[config.mk]
export PLATFORM = sky130hd
export DESIGN_NAME = jogo_memoria_param_flat
export DESIGN_NICKNAME = d
export VERILOG_FILES = /design/src/rtl/jogo_memoria_pkg.sv /design/src/rtl/jogo_memoria_param_if.sv /design/src/rtl/jogo_memoria_uc.sv /design/src/rtl/jogo_memoria_param.sv /design/src/flat_wrapper.sv
export SDC_FILE = /design/constraint.sdc
export NUM_CORES = 1
export LEC_CHECK = 0
export BUFFER_PORTS_ARGS = -buffer_cell sky130_fd_sc_hd__buf_2
export CAP_MARGIN = 10
export CORE_MARGIN = 4
export CORE_UTILIZATION = 60
export CTS_BUF_LIST = sky130_fd_sc_hd__clkbuf_4
export CTS_CLUSTER_DIAMETER = 50
export DETAILED_ROUTE_END_ITERATION = 10
export HOLD_SLACK_MARGIN = 0.12
export MAX_ROUTING_LAYER = met4
export PLACE_DENSITY = 0.84
export SLEW_MARGIN = 25
export SYNTH_ARGS = -nofsm -noshare
export SYNTH_HDL_FRONTEND = slang
export SYNTH_HIERARCHICAL = 1
export SYNTH_SLANG_ARGS = --single-unit
[constraint.sdc]
create_clock -name clock -period 5.3 [get_ports clock]
set_input_delay 0.53 -clock clock [delete_from_list [all_inputs] [get_ports clock]]
set_output_delay 0.53 -clock clock [all_outputs]
set_load 0.01 [all_outputs]
[src/rtl/jogo_memoria_pkg.sv]
// Shared definitions for the parametrised memory game: 5-bit FSM state
// codes (visible on db_estado) and the play-mode encodings.
package jogo_memoria_pkg;

    localparam int unsigned ESTADO_W = 5;

    typedef enum logic [ESTADO_W-1:0] {
        INICIAL       = 5'd0,
        PREPARA       = 5'd1,
        MOSTRA_LED    = 5'd2,
        APAGA_LED     = 5'd3,
        PROX_LED      = 5'd4,
        ESPERA_JOGADA = 5'd5,
        COMPARA       = 5'd6,
        PROX_JOGADA   = 5'd7,
        ESCRITA       = 5'd8,
        PROX_RODADA   = 5'd9,
        FIM_GANHOU    = 5'd10,
        FIM_PERDEU    = 5'd11,
        FIM_TIMEOUT   = 5'd12
    } estado_t;

    localparam logic [1:0] MODO_NORMAL      = 2'b00;
    localparam logic [1:0] MODO_DEMO        = 2'b01;
    localparam logic [1:0] MODO_SEM_TIMEOUT = 2'b10;
    localparam logic [1:0] MODO_ESCRITA     = 2'b11;

endpackage

[src/rtl/jogo_memoria_param_if.sv]
// Player/board-side bundle of the memory game.
//   jogar, configuracao, botoes : inputs from the board (master drives)
//   leds, pronto, ganhou, perdeu, timeout, db_* : game outputs (slave drives)
interface jogo_memoria_param_if #(
    parameter int unsigned N_BOTOES    = 4,
    parameter int unsigned MAX_RODADAS = 16
);
    localparam int unsigned RW = $clog2(MAX_RODADAS) + 1;

    logic                jogar;
    logic [1:0]          configuracao;
    logic [N_BOTOES-1:0] botoes;
    logic [N_BOTOES-1:0] leds;
    logic                pronto;
    logic                ganhou;
    logic                perdeu;
    logic                timeout;
    logic [4:0]          db_estado;
    logic [RW-1:0]       db_rodada;
    logic [1:0]          db_modo;

    modport master (
        output jogar, configuracao, botoes,
        input  leds, pronto, ganhou, perdeu, timeout, db_estado, db_rodada, db_modo
    );

    modport slave (
        input  jogar, configuracao, botoes,
        output leds, pronto, ganhou, perdeu, timeout, db_estado, db_rodada, db_modo
    );

endinterface

[src/rtl/jogo_memoria_uc.sv]
// Control FSM of the memory game. Consumes status flags from the datapath
// and returns the current state plus the combinational next state, which
// the datapath uses to load its registered outputs and counters.
//   clock, reset (async, active-low), jogar, press, press_unico, acertou,
//   fim_seq, ultima_rodada, modo_escrita, fim_on, fim_off, fim_tmo
//   estado (registered), prox_estado_c (combinational)
module jogo_memoria_uc
    import jogo_memoria_pkg::*;
(
    input  logic    clock,
    input  logic    reset,
    input  logic    jogar,
    input  logic    press,
    input  logic    press_unico,
    input  logic    acertou,
    input  logic    fim_seq,
    input  logic    ultima_rodada,
    input  logic    modo_escrita,
    input  logic    fim_on,
    input  logic    fim_off,
    input  logic    fim_tmo,
    output estado_t estado,
    output estado_t prox_estado_c
);

    // State register
    always_ff @(posedge clock or negedge reset) begin
        if (!reset) estado <= INICIAL;
        else        estado <= prox_estado_c;
    end

    // Next-state logic; a press in the same cycle as timeout expiry wins
    always_comb begin
        prox_estado_c = estado;
        case (estado)
            INICIAL:       if (jogar) prox_estado_c = PREPARA;
            PREPARA:       prox_estado_c = MOSTRA_LED;
            MOSTRA_LED:    if (fim_on) prox_estado_c = APAGA_LED;
            APAGA_LED:     if (fim_off) prox_estado_c = PROX_LED;
            PROX_LED:      prox_estado_c = fim_seq ? ESPERA_JOGADA : MOSTRA_LED;
            ESPERA_JOGADA: begin
                if (press)        prox_estado_c = COMPARA;
                else if (fim_tmo) prox_estado_c = FIM_TIMEOUT;
            end
            COMPARA: begin
                if (!acertou)          prox_estado_c = FIM_PERDEU;
                else if (!fim_seq)     prox_estado_c = PROX_JOGADA;
                else if (ultima_rodada) prox_estado_c = FIM_GANHOU;
                else if (modo_escrita) prox_estado_c = ESCRITA;
                else                   prox_estado_c = PROX_RODADA;
            end
            PROX_JOGADA:   prox_estado_c = ESPERA_JOGADA;
            ESCRITA: begin
                if (press)        prox_estado_c = press_unico ? PROX_RODADA : FIM_PERDEU;
                else if (fim_tmo) prox_estado_c = FIM_TIMEOUT;
            end
            PROX_RODADA:   prox_estado_c = MOSTRA_LED;
            FIM_GANHOU,
            FIM_PERDEU,
            FIM_TIMEOUT:   if (jogar) prox_estado_c = PREPARA;
            default:       prox_estado_c = INICIAL;
        endcase
    end

endmodule

[src/rtl/jogo_memoria_param.sv]
// Parametrised memory-game engine: sequence memory, round/address counters,
// press edge detector, shared LED/timeout timer and registered (Moore) outputs.
//   clock, reset (async, active-low)
//   bus (slave): jogar, configuracao, botoes in; leds, pronto, ganhou,
//                perdeu, timeout, db_estado, db_rodada, db_modo out
module jogo_memoria_param
    import jogo_memoria_pkg::*;
#(
    parameter int unsigned N_BOTOES       = 4,
    parameter int unsigned MAX_RODADAS    = 16,
    parameter int unsigned RODADAS_DEMO   = 4,
    parameter int unsigned LED_ON         = 500,
    parameter int unsigned LED_OFF        = 250,
    parameter int unsigned TIMEOUT_CICLOS = 5000
) (
    input  logic                  clock,
    input  logic                  reset,
    jogo_memoria_param_if.slave   bus
);

    localparam int unsigned BW   = $clog2(N_BOTOES);
    localparam int unsigned AW   = $clog2(MAX_RODADAS);
    localparam int unsigned RW   = AW + 1;
    localparam int unsigned T1   = (LED_ON > LED_OFF) ? LED_ON : LED_OFF;
    localparam int unsigned TMAX = (TIMEOUT_CICLOS > T1) ? TIMEOUT_CICLOS : T1;
    localparam int unsigned TW   = $clog2(TMAX + 1);

    estado_t             estado, prox_c;
    logic [1:0]          modo;
    logic [BW-1:0]       mem [MAX_RODADAS];
    logic [RW-1:0]       rodada, rodada_prox_c;
    logic [AW-1:0]       endereco, endereco_prox_c;
    logic [N_BOTOES-1:0] botoes_q, press_val_q, jogada, leds_q;
    logic                press_q;
    logic [TW-1:0]       tmr;
    logic                pronto_q, ganhou_q, perdeu_q, timeout_q;
    logic                press_unico_c, acertou_c, fim_seq_c, ultima_c, escrita_c;
    logic                fim_on_c, fim_off_c, fim_tmo_c;
    logic [RW-1:0]       limite_c;

    // One-hot to index (highest set bit wins; callers check $onehot separately)
    function automatic logic [BW-1:0] codifica(input logic [N_BOTOES-1:0] v);
        codifica = '0;
        for (int i = 0; i < int'(N_BOTOES); i++)
            if (v[i]) codifica = BW'(i);
    endfunction

    jogo_memoria_uc u_uc (
        .clock         (clock),
        .reset         (reset),
        .jogar         (bus.jogar),
        .press         (press_q),
        .press_unico   (press_unico_c),
        .acertou       (acertou_c),
        .fim_seq       (fim_seq_c),
        .ultima_rodada (ultima_c),
        .modo_escrita  (escrita_c),
        .fim_on        (fim_on_c),
        .fim_off       (fim_off_c),
        .fim_tmo       (fim_tmo_c),
        .estado        (estado),
        .prox_estado_c (prox_c)
    );

    // Status flags for the FSM
    always_comb begin
        limite_c      = (modo == MODO_DEMO) ? RW'(RODADAS_DEMO) : RW'(MAX_RODADAS);
        press_unico_c = $onehot(press_val_q);
        acertou_c     = $onehot(jogada) && (codifica(jogada) == mem[endereco]);
        fim_seq_c     = (RW'(endereco) == rodada - RW'(1));
        ultima_c      = (rodada == limite_c);
        escrita_c     = (modo == MODO_ESCRITA);
        fim_on_c      = (tmr == TW'(LED_ON - 1));
        fim_off_c     = (tmr == TW'(LED_OFF - 1));
        fim_tmo_c     = (tmr == TW'(TIMEOUT_CICLOS - 1)) && (modo != MODO_SEM_TIMEOUT);
    end

    // Counter updates driven by the state being left
    always_comb begin
        endereco_prox_c = endereco;
        rodada_prox_c   = rodada;
        case (estado)
            PREPARA: begin
                endereco_prox_c = '0;
                rodada_prox_c   = RW'(1);
            end
            PROX_LED:    endereco_prox_c = (prox_c == MOSTRA_LED) ? endereco + AW'(1) : '0;
            PROX_JOGADA: endereco_prox_c = endereco + AW'(1);
            PROX_RODADA: begin
                endereco_prox_c = '0;
                rodada_prox_c   = rodada + RW'(1);
            end
            default: ;
        endcase
    end

    // Sequence memory; reset restores the built-in pattern and aborts writes
    always_ff @(posedge clock or negedge reset) begin
        if (!reset) begin
            for (int i = 0; i < int'(MAX_RODADAS); i++)
                mem[i] <= BW'((3 * i + 1) % int'(N_BOTOES));
        end else if (estado == ESCRITA && press_q && press_unico_c) begin
            mem[AW'(rodada)] <= codifica(press_val_q);
        end
    end

    // Datapath registers and Moore outputs loaded from the next state
    always_ff @(posedge clock or negedge reset) begin
        if (!reset) begin
            modo        <= MODO_NORMAL;
            rodada      <= '0;
            endereco    <= '0;
            botoes_q    <= '0;
            press_val_q <= '0;
            press_q     <= 1'b0;
            jogada      <= '0;
            tmr         <= '0;
            leds_q      <= '0;
            pronto_q    <= 1'b0;
            ganhou_q    <= 1'b0;
            perdeu_q    <= 1'b0;
            timeout_q   <= 1'b0;
        end else begin
            if (prox_c == PREPARA) modo <= bus.configuracao;
            rodada      <= rodada_prox_c;
            endereco    <= endereco_prox_c;
            botoes_q    <= bus.botoes;
            press_val_q <= bus.botoes;
            press_q     <= (|bus.botoes) & ~(|botoes_q);
            if (estado == ESPERA_JOGADA && press_q) jogada <= press_val_q;
            // Shared timer restarts on every state change (and so on every accepted press)
            tmr         <= (prox_c != estado) ? '0 : tmr + TW'(1);
            if (prox_c == MOSTRA_LED)
                leds_q <= N_BOTOES'(1) << mem[endereco_prox_c];
            else if (prox_c == ESCRITA && escrita_c)
                leds_q <= bus.botoes;
            else
                leds_q <= '0;
            pronto_q  <= (prox_c == FIM_GANHOU) || (prox_c == FIM_PERDEU) || (prox_c == FIM_TIMEOUT);
            ganhou_q  <= (prox_c == FIM_GANHOU);
            perdeu_q  <= (prox_c == FIM_PERDEU) || (prox_c == FIM_TIMEOUT);
            timeout_q <= (prox_c == FIM_TIMEOUT);
        end
    end

    assign bus.leds      = leds_q;
    assign bus.pronto    = pronto_q;
    assign bus.ganhou    = ganhou_q;
    assign bus.perdeu    = perdeu_q;
    assign bus.timeout   = timeout_q;
    assign bus.db_estado = estado;
    assign bus.db_rodada = rodada;
    assign bus.db_modo   = modo;

endmodule

[src/flat_wrapper.sv]
// flat-port wrapper written by rule: the top's interface ports become plain ports
module jogo_memoria_param_flat import jogo_memoria_pkg::*;
#(
    parameter int unsigned N_BOTOES       = 4,
    parameter int unsigned MAX_RODADAS    = 16,
    parameter int unsigned RODADAS_DEMO   = 4,
    parameter int unsigned LED_ON         = 500,
    parameter int unsigned LED_OFF        = 250,
    parameter int unsigned TIMEOUT_CICLOS = 5000
)
  (clock, reset, bus_jogar, bus_configuracao, bus_botoes, bus_leds, bus_pronto, bus_ganhou, bus_perdeu, bus_timeout, bus_db_estado, bus_db_rodada, bus_db_modo);
  jogo_memoria_param_if #(.N_BOTOES(N_BOTOES), .MAX_RODADAS(MAX_RODADAS)) bus_i ();
  input  logic clock;
  input  logic reset;
  input wire logic [$bits(bus_i.jogar)-1:0] bus_jogar;
  input wire logic [$bits(bus_i.configuracao)-1:0] bus_configuracao;
  input wire logic [$bits(bus_i.botoes)-1:0] bus_botoes;
  output wire logic [$bits(bus_i.leds)-1:0] bus_leds;
  output wire logic [$bits(bus_i.pronto)-1:0] bus_pronto;
  output wire logic [$bits(bus_i.ganhou)-1:0] bus_ganhou;
  output wire logic [$bits(bus_i.perdeu)-1:0] bus_perdeu;
  output wire logic [$bits(bus_i.timeout)-1:0] bus_timeout;
  output wire logic [$bits(bus_i.db_estado)-1:0] bus_db_estado;
  output wire logic [$bits(bus_i.db_rodada)-1:0] bus_db_rodada;
  output wire logic [$bits(bus_i.db_modo)-1:0] bus_db_modo;
  assign bus_i.jogar = bus_jogar;
  assign bus_i.configuracao = bus_configuracao;
  assign bus_i.botoes = bus_botoes;
  assign bus_leds = bus_i.leds;
  assign bus_pronto = bus_i.pronto;
  assign bus_ganhou = bus_i.ganhou;
  assign bus_perdeu = bus_i.perdeu;
  assign bus_timeout = bus_i.timeout;
  assign bus_db_estado = bus_i.db_estado;
  assign bus_db_rodada = bus_i.db_rodada;
  assign bus_db_modo = bus_i.db_modo;
  jogo_memoria_param #(.N_BOTOES(N_BOTOES), .MAX_RODADAS(MAX_RODADAS), .RODADAS_DEMO(RODADAS_DEMO), .LED_ON(LED_ON), .LED_OFF(LED_OFF), .TIMEOUT_CICLOS(TIMEOUT_CICLOS)) u_core (.clock(clock), .reset(reset), .bus(bus_i));
endmodule
==> impl_results.md, run 1 <==
- Worst Path Buf+Inv: 2
- Compound-cell area share of the yosys netlist: between 10% and 20%
- Ys async rst share: 100%
- Area post-placement: about 0.0049 mm²
- Hold Crit Class: input port to asynchronous set/reset pin
- Critical path type: flop to flop
- Largest family of logic cells by synthesized area: simple AND/OR/NAND/NOR gates
- Post-CTS setup buffer count: 0
- Combinational power share: ~18%
- Synth Area in Simple Gates: between 20 and 25%
- PD cells: ~270 mW/mm²
- Buffers on Ports: 28
- Net Sw Frac: a little under a third
- Clk sinks: 78
- Crit path from: u_core/bus.db_rodada[0]$_DFFE_PN0P_
- # resized after CTS: 0
- Routed vias/inst: approximately 6.3
- Max cap viols: 0
- Setup TNS: 0 ns
- Clock buffer depth: 2
- EDFF count, synth: 0
- Final setup viols: 0
- Critical R2R Capture: u_core/bus.leds[1]$_DFF_PN0_
- First-pass GRT wire length: 19.1 mm
- Drt initial violations: ~340
- Placed cell count: 620
- Synthesized area: about 0.0047 mm²
- Highest clock rate: about 200 MHz
- Clk pwr share: 33.5%
- N_diodes: 0
- # rows: 31
- Die Width: 96.4 µm
- Status: finished clean
- Static Leak: 2.10 nW
- Reg2reg start: u_core/bus.db_rodada[0]$_DFFE_PN0P_
- Synth Area in Adders: under 10%
- RePlAce Congestion: about 0.95
- Post-synthesis mux area share: 4.56%
- CP arrival: 5.25 ns
- GRT Total Usage: between 20% and 30%
- Slew Limit Fails: 0
- CTS buffer count: 9
- Post-synthesis xor/xnor area fraction: approximately 4%
- Final nets: between 500 and 600
- Critical-path cell list: inv_1 > ha_1 > xor2_1 > nor3_1 > a31oi_1 > nor4_1 > buf_4 > or3b_1 > a211oi_2 > a31o_1 > or4b_1 > nor2b_1 > a22oi_1 > o21a_1 > a221o_1 > nand4_1 > and4_1 > o31ai_1
- CTS tree: done
- R2R depth: 18
- Tot Pwr: roughly 1.4 mW
- Worst Skew: between 0.015 and 0.02 ns
- Top FF cell, synth: dfrtp_1
- Skew-Pair Late Insertion Delay: 0.43 ns
- Vias in the first global route: between 3000 and 4000
- Most frequent cells in the layout: nand2_1, dfrtp_1, o21ai_0
- WL/cell: around 18 µm
- Area growth syn-to-layout: 7.96%
- Yosys warnings: 6
- Final period utilization: 92.5%
- Vias: roughly 4000
- Max_slew headroom: about half
- Final hold vios: 0
- Core Area: between 0.007 and 0.008 mm²
- Post-synthesis sequential area ratio: 42.1%
- Seq pwr share: 48.5%
- Count of different cell masters after synthesis: 67
- Largest net degree at the start of global routing: between 70 and 80
- Flop2flop setup slack: 0.40 ns
- Post-Layout Cell Count: between 600 and 700
- Top Ports: 29
- CTS clk-pin slew, worst paths: approximately 0.14 ns
- Critical Path Fanout Max: 17
- Post-synthesis register bit count: between 70 and 80
- H-tree level count: 3
- CTS Hold Buffers Added: 0
- Routed wire length: roughly 11 mm
- Critical Path End Type: flop
- Critical path launch point type: flop
- Gate Count Post-Synth: slightly above 500
- Worst slew pin tran: around 0.72 ns
- CP endpoint: u_core/bus.leds[1]$_DFF_PN0_
- DIE AREA: ~0.0093 mm²
- Final Cell Area: around 0.0051 mm²
- DRC Markers: 0
- Net switching power: ~420 µW
- Die Y: about 96 µm
- Share of layout cells above drive strength 1: between 15 and 20%
- Crit-path max cell delay: just under 0.6 ns
- Post-DRT Antenna Nets: 0
- Syn avg cell area: between 9 and 10 µm²
- Internal power: around 960 µW
- CP Data Required Time: about 5.6 ns
- Util after Layout: 68.3%
- CP delay by family, top: compound AO/OA/AOI/OAI gates
- Maximum vdd drop: roughly 190 µV
- Crit path max-delay cell type: o21a_1
- Min Tclk post-route: ~5 ns
- Detailed Routing Iterations Pass 1: 5
- DPL Wire Length: 8.21 mm
- RSZ-0062 raised after global routing: no
- Initial antenna violation count: 0
- CTS root buf: clkbuf_4
- Grt ovf: 0
- Commonest non-fill, non-tap cell in the layout: nand2_1
- Initial Util: 63.3%
- Instance count on the critical path: 18
## power by group through the flow
| stage | combinational (mW) | sequential, mW | clock (mW) |
|---|---|---|---|
| after floorplan | 0.175 | 0.662 | 0 |
| after global placement | 0.237 | 0.677 | 0 |
| after detailed placement | 0.244 | 0.678 | 0 |
| after CTS | 0.247 | 0.668 | 0.469 |
| after global routing | 0.278 | 0.676 | 0.495 |
| final | 0.248 | 0.668 | 0.461 |
## routing by layer
metal / global-route usage [%] / wire length (µm) / up-vias
met3: 5.11 / 716 / 22
met5: - / 0 / -
met2: 41.0 / 5310 / 181
met4: 9.58 / 226 / 0
met1: 37.8 / 5190 / 1924
li1: - / - / 1883
## state kept, by name (all words and copies together), names as in the netlist, 2 cells and up
register and count:
u_core/jogada 4, u_core/press_val_q 4, u_core/bus.db_modo 2, u_core/bus.leds 4, u_core/u_uc/estado 5, u_core/endereco 4
u_core/mem 32, u_core/tmr 13, u_core/bus.db_rodada 5
## synth_stat cells (4+ instances only)
| library cell | count | area (µm²) |
|---|---|---|
| nand2_1 | 79 | 297 |
| dfrtp_1 | 62 | 1550 |
| o21ai_0 | 46 | 230 |
| nor2_1 | 32 | 120 |
| inv_1 | 31 | 116 |
| o211ai_1 | 17 | 128 |
| dfstp_2 | 16 | 420 |
| nand3_1 | 16 | 80.1 |
| nand4_1 | 16 | 100 |
| a21oi_1 | 12 | 60.1 |
| clkbuf_1 | 12 | 45.0 |
| ha_1 | 12 | 150 |
| xnor2_1 | 12 | 105 |
| nor3_1 | 11 | 55.1 |
| xor2_1 | 10 | 87.6 |
| mux2i_1 | 9 | 90.1 |
| a221o_1 | 8 | 80.1 |
| buf_2 | 7 | 35.0 |
| nor2b_1 | 7 | 43.8 |
| nor3b_1 | 6 | 45.0 |
| a211oi_1 | 5 | 37.5 |
| a221oi_1 | 5 | 43.8 |
| nand2b_1 | 5 | 31.3 |
| a22oi_1 | 4 | 30.0 |
| and3_1 | 4 | 25.0 |
| mux4_2 | 4 | 90.1 |
| nor4_1 | 4 | 25.0 |
## worst min-delay path by stage
stage                               startpoint                           endpoint  slack, ns
finish                                   reset        u_core/bus.ganhou$_DFF_PN0_       0.08
global route                             reset        u_core/bus.ganhou$_DFF_PN0_       0.13
CTS                              bus_botoes[1]    u_core/press_val_q[1]$_DFF_PN0_       0.22
detailed placement  u_core/mem[10]$_DFFE_PN1P_         u_core/mem[10]$_DFFE_PN1P_       0.49
global placement       u_core/tmr[0]$_DFF_PN0_            u_core/tmr[0]$_DFF_PN0_       0.47
floorplan                                reset  u_core/bus.db_modo[0]$_DFFE_PN0N_       0.23
## cell families after synthesis
family	Yosys count
fa+ha+maj	14
flops	78
other cells	1
simple gates	204
xor+xnor	22
compound gates	123
buf+inv	54
mux	16
## per-stage QoR
stage / worst slack [ns] / hold WS, ns
after floorplan: 1.02 / 0.234
after global placement: 0.635 / 0.472
after detailed placement: 0.337 / 0.490
after CTS: 0.296 / 0.221
after global routing: 0.0640 / 0.127
final: 0.396 / 0.0770
## worst reg2reg max path, stage by stage (launching register included)
cell and delay [ns]:
dfrtp_1 0.54, inv_1 0.14, ha_1 0.34, xor2_1 0.20, nor3_1 0.19, a31oi_1 0.08
nor4_1 0.22, buf_4 0.18, or3b_1 0.36, a211oi_2 0.26, a31o_1 0.14, or4b_1 0.26
nor2b_1 0.10, a22oi_1 0.33, o21a_1 0.58, a221o_1 0.26, nand4_1 0.12, and4_1 0.26
o31ai_1 0.26
## final cells by class
type,count,area (µm²)
fill,608,2350
multi-input combinational,381,2490
timing repair buffer,31,169
tap,99,124
inverter,31,116
sequential,78,1970
clock inverter,7,121
clock buffer,9,67.6
No activity file was read; power rests on OpenSTA's default activity.
==> inputs of run 2 (changes only) <==
Settings changed: BUFFER_PORTS_ARGS -buffer_cell sky130_fd_sc_hd__buf_2 to -buffer_cell sky130_fd_sc_hd__clkbuf_2.
==> impl_results.md, run 2 (synthesis results as in run 1) <==
- Status: finished clean
- Tot Pwr: 1.33 mW (-3.5%)
- CTS Hold Buffers Added: 0 (unchanged)
- Slew Limit Fails: 0 (unchanged)
- Worst Skew: 0.0225 ns (+0.00634 ns)
- Final setup viols: 0 (unchanged)
- Routed vias/inst: 6.20 (-1.6%)
- Die Y: 96.4 µm (unchanged)
- H-tree level count: 3 (unchanged)
- Max_slew headroom: 50.1% (-1.7 points)
- CTS clk-pin slew, worst paths: 0.13 ns (about the same)
- CTS tree: done
- Initial antenna violation count: 0 (unchanged)
- Critical Path End Type: flop
- Max cap viols: 0 (unchanged)
- Worst slew pin tran: 0.747 ns (+0.0250 ns)
- RSZ-0062 raised after global routing: no
- Drt initial violations: 233 (-32%)
- WL/cell: 17.6 µm (-2.1%)
- Post-DRT Antenna Nets: 0 (unchanged)
- Clk sinks: 78 (unchanged)
- DPL Wire Length: 8.19 mm (-0.24%)
- First-pass GRT wire length: 18.9 mm (-1.0%)
- CP arrival: 5.15 ns (-0.10 ns)
- Area post-placement: 0.00486 mm² (unchanged)
- GRT Total Usage: 27.6% (+0.090 points)
- Vias in the first global route: 3761 (-3.7%)
- DIE AREA: 0.00929 mm² (unchanged)
- Buffers on Ports: 28 (unchanged)
- Critical Path Fanout Max: 10 (-7)
- Detailed Routing Iterations Pass 1: 5 (unchanged)
- Commonest non-fill, non-tap cell in the layout: nand2_1
- Biggest regs: u_core/mem (32), u_core/tmr (13)
- # rows: 31 (unchanged)
- Maximum vdd drop: 147 µV (-23%)
- N_diodes: 0 (unchanged)
- Max FFs per register: 32 (unchanged)
- CP Data Required Time: 5.63 ns (about the same)
- Die Width: 96.4 µm (unchanged)
- Area growth syn-to-layout: 7.42%
- CTS buffer count: 9 (unchanged)
- Initial Util: 63.3% (unchanged)
- Highest clock rate: 207 MHz (+1.7%)
- DRC Markers: 0 (unchanged)
- Final period utilization: 90.9% (-1.6 points)
- Final nets: 555 (unchanged)
- Skew-Pair Late Insertion Delay: 0.42 ns (about the same)
- Static Leak: 2.07 nW (-1.3%)
- Min Tclk post-route: 4.82 ns (-0.0839 ns)
- CTS root buf: clkbuf_4
- Largest Register: u_core/mem
- Critical path launch point type: flop
- Largest net degree at the start of global routing: 79 (unchanged)
- PD cells: 264 mW/mm² (-3.0%)
- Share of layout cells above drive strength 1: 15.3% (-0.19 points)
- Clock buffer depth: 2 (unchanged)
- Final Cell Area: 0.00503 mm² (-0.49%)
- Final hold vios: 0 (unchanged)
- Hold Crit Class: input port to asynchronous set/reset pin
- Top Ports: 29 (unchanged)
- Core Area: 0.00741 mm² (unchanged)
- Layout fillers: 598 (-1.6%)
- Most frequent cells in the layout: nand2_1, dfrtp_1, o21ai_0
- Grt ovf: 0 (unchanged)
- Critical path type: flop to flop
- RePlAce Congestion: 0.964 (+1.1%)
- Vias: 3944 (-1.6%)
- R2R depth: 18 (unchanged)
- Setup TNS: 0 ns (unchanged)
- Routed wire length: 11.2 mm (-2.1%)
run 2: cell types whose count changed in the layout (fill, tap and decap cells not counted), sizes merged:
| cell | delta |
|---|---|
| buf | -27 |
| bufinv | -1 |
| clkbuf | +28 |
| clkinv | -1 |
| clkinvlp | +1 |
run 2: metrics by stage:
step                cells  utilization, %  hold slack (ns)  setup slack [ns]
floorplan             513               -            0.234              1.02
global placement      620            65.6            0.473             0.650
detailed placement    620            65.6            0.489             0.493
CTS                   636            67.9            0.225             0.471
global route          636            68.0            0.153            0.0969
finish                636            68.0           0.0972             0.480
run 2: what timing repair did:
action	CTS	global route
resized for setup	0	1
buffers inserted	0	0
setup endpoints to repair	0	3
run 2: cell type report:
type	instances	area (µm²)	share of cell area [%]
clock buffer	10	75.1	1.49
timing repair buffer	31	169	3.35
inverter	31	116	2.31
clock inverter	6	93.8	1.86
multi-input combinational	381	2480	49.3
tap	99	124	2.46
sequential	78	1970	39.2
run 2: per-layer routing:
| metal | GRT usage [%] | up-vias | part of all wire (%) | wire, µm |
|---|---|---|---|---|
| li1 | - | 1874 | - | - |
| met1 | 38.0 | 1886 | 44 | 4980 |
| met2 | 42.3 | 166 | 47 | 5260 |
| met3 | 5.34 | 18 | 7.3 | 822 |
| met4 | 7.01 | 0 | 1.3 | 143 |
| met5 | - | - | 0 | 0 |
run 2: path summary, 6_finish.rpt:
| kind | start | to | slack, ns |
|---|---|---|---|
| worst min register to register | u_core/tmr[0]$_DFF_PN0_ | u_core/tmr[0]$_DFF_PN0_ | 0.51 |
| worst max register to register | u_core/endereco[1]$_DFF_PN0_ | u_core/bus.leds[1]$_DFF_PN0_ | 0.48 |
| worst min-delay path | reset | u_core/u_uc/estado[2]$_DFF_PN0_ | 0.1 |
| min in group clock | bus_botoes[0] | u_core/press_val_q[0]$_DFF_PN0_ | 0.25 |
| worst max-delay path | u_core/endereco[1]$_DFF_PN0_ | u_core/bus.leds[1]$_DFF_PN0_ | 0.48 |
| max in group asynchronous | reset | u_core/endereco[0]$_DFF_PN0_ | 4.66 |
run 2: critical path: stages, from the launching register on:
cell and delay, ns:
dfrtp_1 0.63, mux4_2 0.57, a22oi_1 0.21, nand2_1 0.13, a21oi_1 0.18, a221oi_1 0.10, a211oi_1 0.23, nor2b_1 0.21
o221ai_1 0.15, a211o_1 0.35, nor3_1 0.36, a22oi_1 0.19, buf_4 0.24, a211oi_1 0.24, a21oi_1 0.14, inv_1 0.19
nand4_1 0.15, and4_1 0.23, o31ai_1 0.21
run 2: report_power, final:
part	switching, mW	leakage, nW	internal (mW)
clock network	0.214	0.0872	0.200
registers	0.0504	1.00	0.618
logic	0.148	0.980	0.0980
total	0.412	2.07	0.916
==> inputs of run 3 (changes only) <==
Settings changed: TNS_END_PERCENT set to 100.
Clock period 5.3 ns to 4.75 ns, I/O delays scaled along.
==> impl_results.md, run 3 (synthesis results as in run 1) <==
- H-tree level count: 3 (unchanged)
- Setup TNS: 0 ns (unchanged)
- Die Y: 96.4 µm (unchanged)
- Clock buffer depth: 2 (unchanged)
- Final hold vios: 0 (unchanged)
- Detailed Routing Iterations Pass 1: 6 (+1)
- Critical Path End Type: flop
- Post-DRT Antenna Nets: 0 (unchanged)
- Worst slew pin tran: 0.706 ns (-0.0415 ns)
- CTS tree: done
- Vias: 4127 (+4.6%)
- Clk sinks: 78 (unchanged)
- Post-Layout Cell Count: 644 (+1.3%)
- Largest net degree at the start of global routing: 79 (unchanged)
- Area post-placement: 0.00490 mm² (+0.77%)
- CP Data Required Time: 5.09 ns (-0.54 ns)
- Share of layout cells above drive strength 1: 18.5% (+3.3 points)
- Min Tclk post-route: 4.45 ns (-0.372 ns)
- GRT Total Usage: 27.0% (-0.61 points)
- # rows: 31 (unchanged)
- CP arrival: 4.79 ns (-0.36 ns)
- Biggest regs: u_core/mem (32), u_core/tmr (13)
- Drt initial violations: 370 (+59%)
- Routed wire length: 11.5 mm (+2.8%)
- Highest clock rate: 225 MHz (+8.4%)
- Final setup viols: 0 (unchanged)
- Slew Limit Fails: 0 (unchanged)
- Placed cell count: 625 (+0.81%)
- Final nets: 563 (+1.4%)
- Most frequent cells in the layout: nand2_1, dfrtp_1, o21ai_0
- Initial antenna violation count: 0 (unchanged)
- Hold Crit Class: input port to flop
- WL/cell: 17.9 µm (+1.6%)
- N_diodes: 0 (unchanged)
- CTS buffer count: 9 (unchanged)
- Top Ports: 29 (unchanged)
- Buffers on Ports: 28 (unchanged)
- Final Cell Area: 0.00512 mm² (+1.7%)
- Maximum vdd drop: 139 µV (-5.4%)
- Final period utilization: 93.6% (+2.7 points)
- Routed vias/inst: 6.41 (+3.3%)
- CTS root buf: clkbuf_4
- Status: finished clean
- Die Width: 96.4 µm (unchanged)
- Vias in the first global route: 3789 (+0.74%)
- Worst Skew: 0.0144 ns (-0.00811 ns)
- DRC Markers: 0 (unchanged)
- Tot Pwr: 1.45 mW (+9.3%)
- CTS clk-pin slew, worst paths: 0.14 ns (about the same)
- Critical Path Fanout Max: 10 (unchanged)
- First-pass GRT wire length: 18.5 mm (-2.2%)
- Initial Util: 63.3% (unchanged)
- Core Area: 0.00741 mm² (unchanged)
- PD cells: 284 mW/mm² (+7.5%)
- Max cap viols: 0 (unchanged)
- RSZ-0062 raised after global routing: no
- Static Leak: 2.11 nW (+1.8%)
- Max_slew headroom: 52.9% (+2.8 points)
- Skew-Pair Late Insertion Delay: 0.43 ns (about the same)
- Commonest non-fill, non-tap cell in the layout: nand2_1
- Grt ovf: 0 (unchanged)
- DPL Wire Length: 8.34 mm (+1.8%)
- Max FFs per register: 32 (unchanged)
- Critical path type: flop to flop
- DIE AREA: 0.00929 mm² (unchanged)
- Largest Register: u_core/mem
- Area growth syn-to-layout: 9.24%
- RePlAce Congestion: 0.964 (about the same)
- Critical path launch point type: flop
## run 3: cell types whose count changed in the layout (fill, tap and decap cells not counted), sizes merged, moves of 2 or more
cell,previous run,this run
buf,4,11
clkinv,2,0
clkinvlp,1,3
inv,32,34
## run 3: stage by stage
step           worst slack, ns  hold WS, ns  utilization (%)
4_1_cts                  0.166        0.157             68.1
3_5_place_dp             0.203        0.484             66.1
6_report                 0.302        0.170             69.1
3_3_place_gp             0.283        0.475             66.1
5_1_grt                 0.0287        0.148             69.1
2_1_floorplan            0.471        0.179                -
## run 3: worst paths after layout
| kind | from | end | slack, ns | cells after the start |
|---|---|---|---|---|
| worst max-delay path | u_core/jogada[3]$_DFFE_PN0P_ | u_core/bus.leds[1]$_DFF_PN0_ | 0.30 | 20 |
| worst min-delay path | bus_botoes[0] | u_core/press_val_q[0]$_DFF_PN0_ | 0.17 | 1 |
| worst max register to register | u_core/jogada[3]$_DFFE_PN0P_ | u_core/bus.leds[1]$_DFF_PN0_ | 0.30 | 20 |
| worst min register to register | u_core/mem[22]$_DFFE_PN1P_ | u_core/mem[22]$_DFFE_PN1P_ | 0.50 | 2 |
| max in group asynchronous | reset | u_core/endereco[1]$_DFF_PN0_ | 3.64 | 2 |
| min in group asynchronous | reset | u_core/u_uc/estado[2]$_DFF_PN0_ | 0.60 | 2 |
## run 3: timing repair
item / CTS / global route
setup endpoints to repair: 0 / 4
gates resized for setup: 0 / 14
hold endpoints to repair: 0 / 57
setup buffers: 0 / 2
hold buffers: 0 / 1
## run 3: cell type report
cell class | count | area, µm²
inverters | 31 | 116
repair buffers | 39 | 231
well taps | 99 | 124
fillers | 560 | 2290
clock buffers | 9 | 67.6
clock inverters | 7 | 78.8
flip-flops and latches | 78 | 1970
multi-input cells | 381 | 2530
## run 3: critical path: stages (launching register included)
cell	delay, ns
dfrtp_1	0.44
inv_1	0.10
fa_1	0.49
inv_1	0.04
ha_1	0.17
ha_1	0.26
nor2_1	0.10
nand2_1	0.08
a211oi_1	0.26
nor2b_1	0.23
o221ai_1	0.17
a211o_1	0.36
nor3_2	0.22
a22oi_1	0.14
buf_4	0.25
a211oi_2	0.24
a21oi_2	0.10
inv_2	0.12
nand4_1	0.10
and4_1	0.23
o31ai_1	0.25
## run 3: metal layers
metal	global-route usage, %	wire [µm]	vias up
li1	-	-	1896
met1	36.4	4950	1975
met2	41.2	5350	228
met3	4.65	969	28
met4	9.93	267	0
met5	-	0	-
## run 3: power breakdown
part	switching (mW)	leakage (nW)	internal, mW	total (mW)
clock	0.256	0.0696	0.165	0.421
sequential	0.0513	1.00	0.690	0.741
combinational	0.174	1.03	0.115	0.289
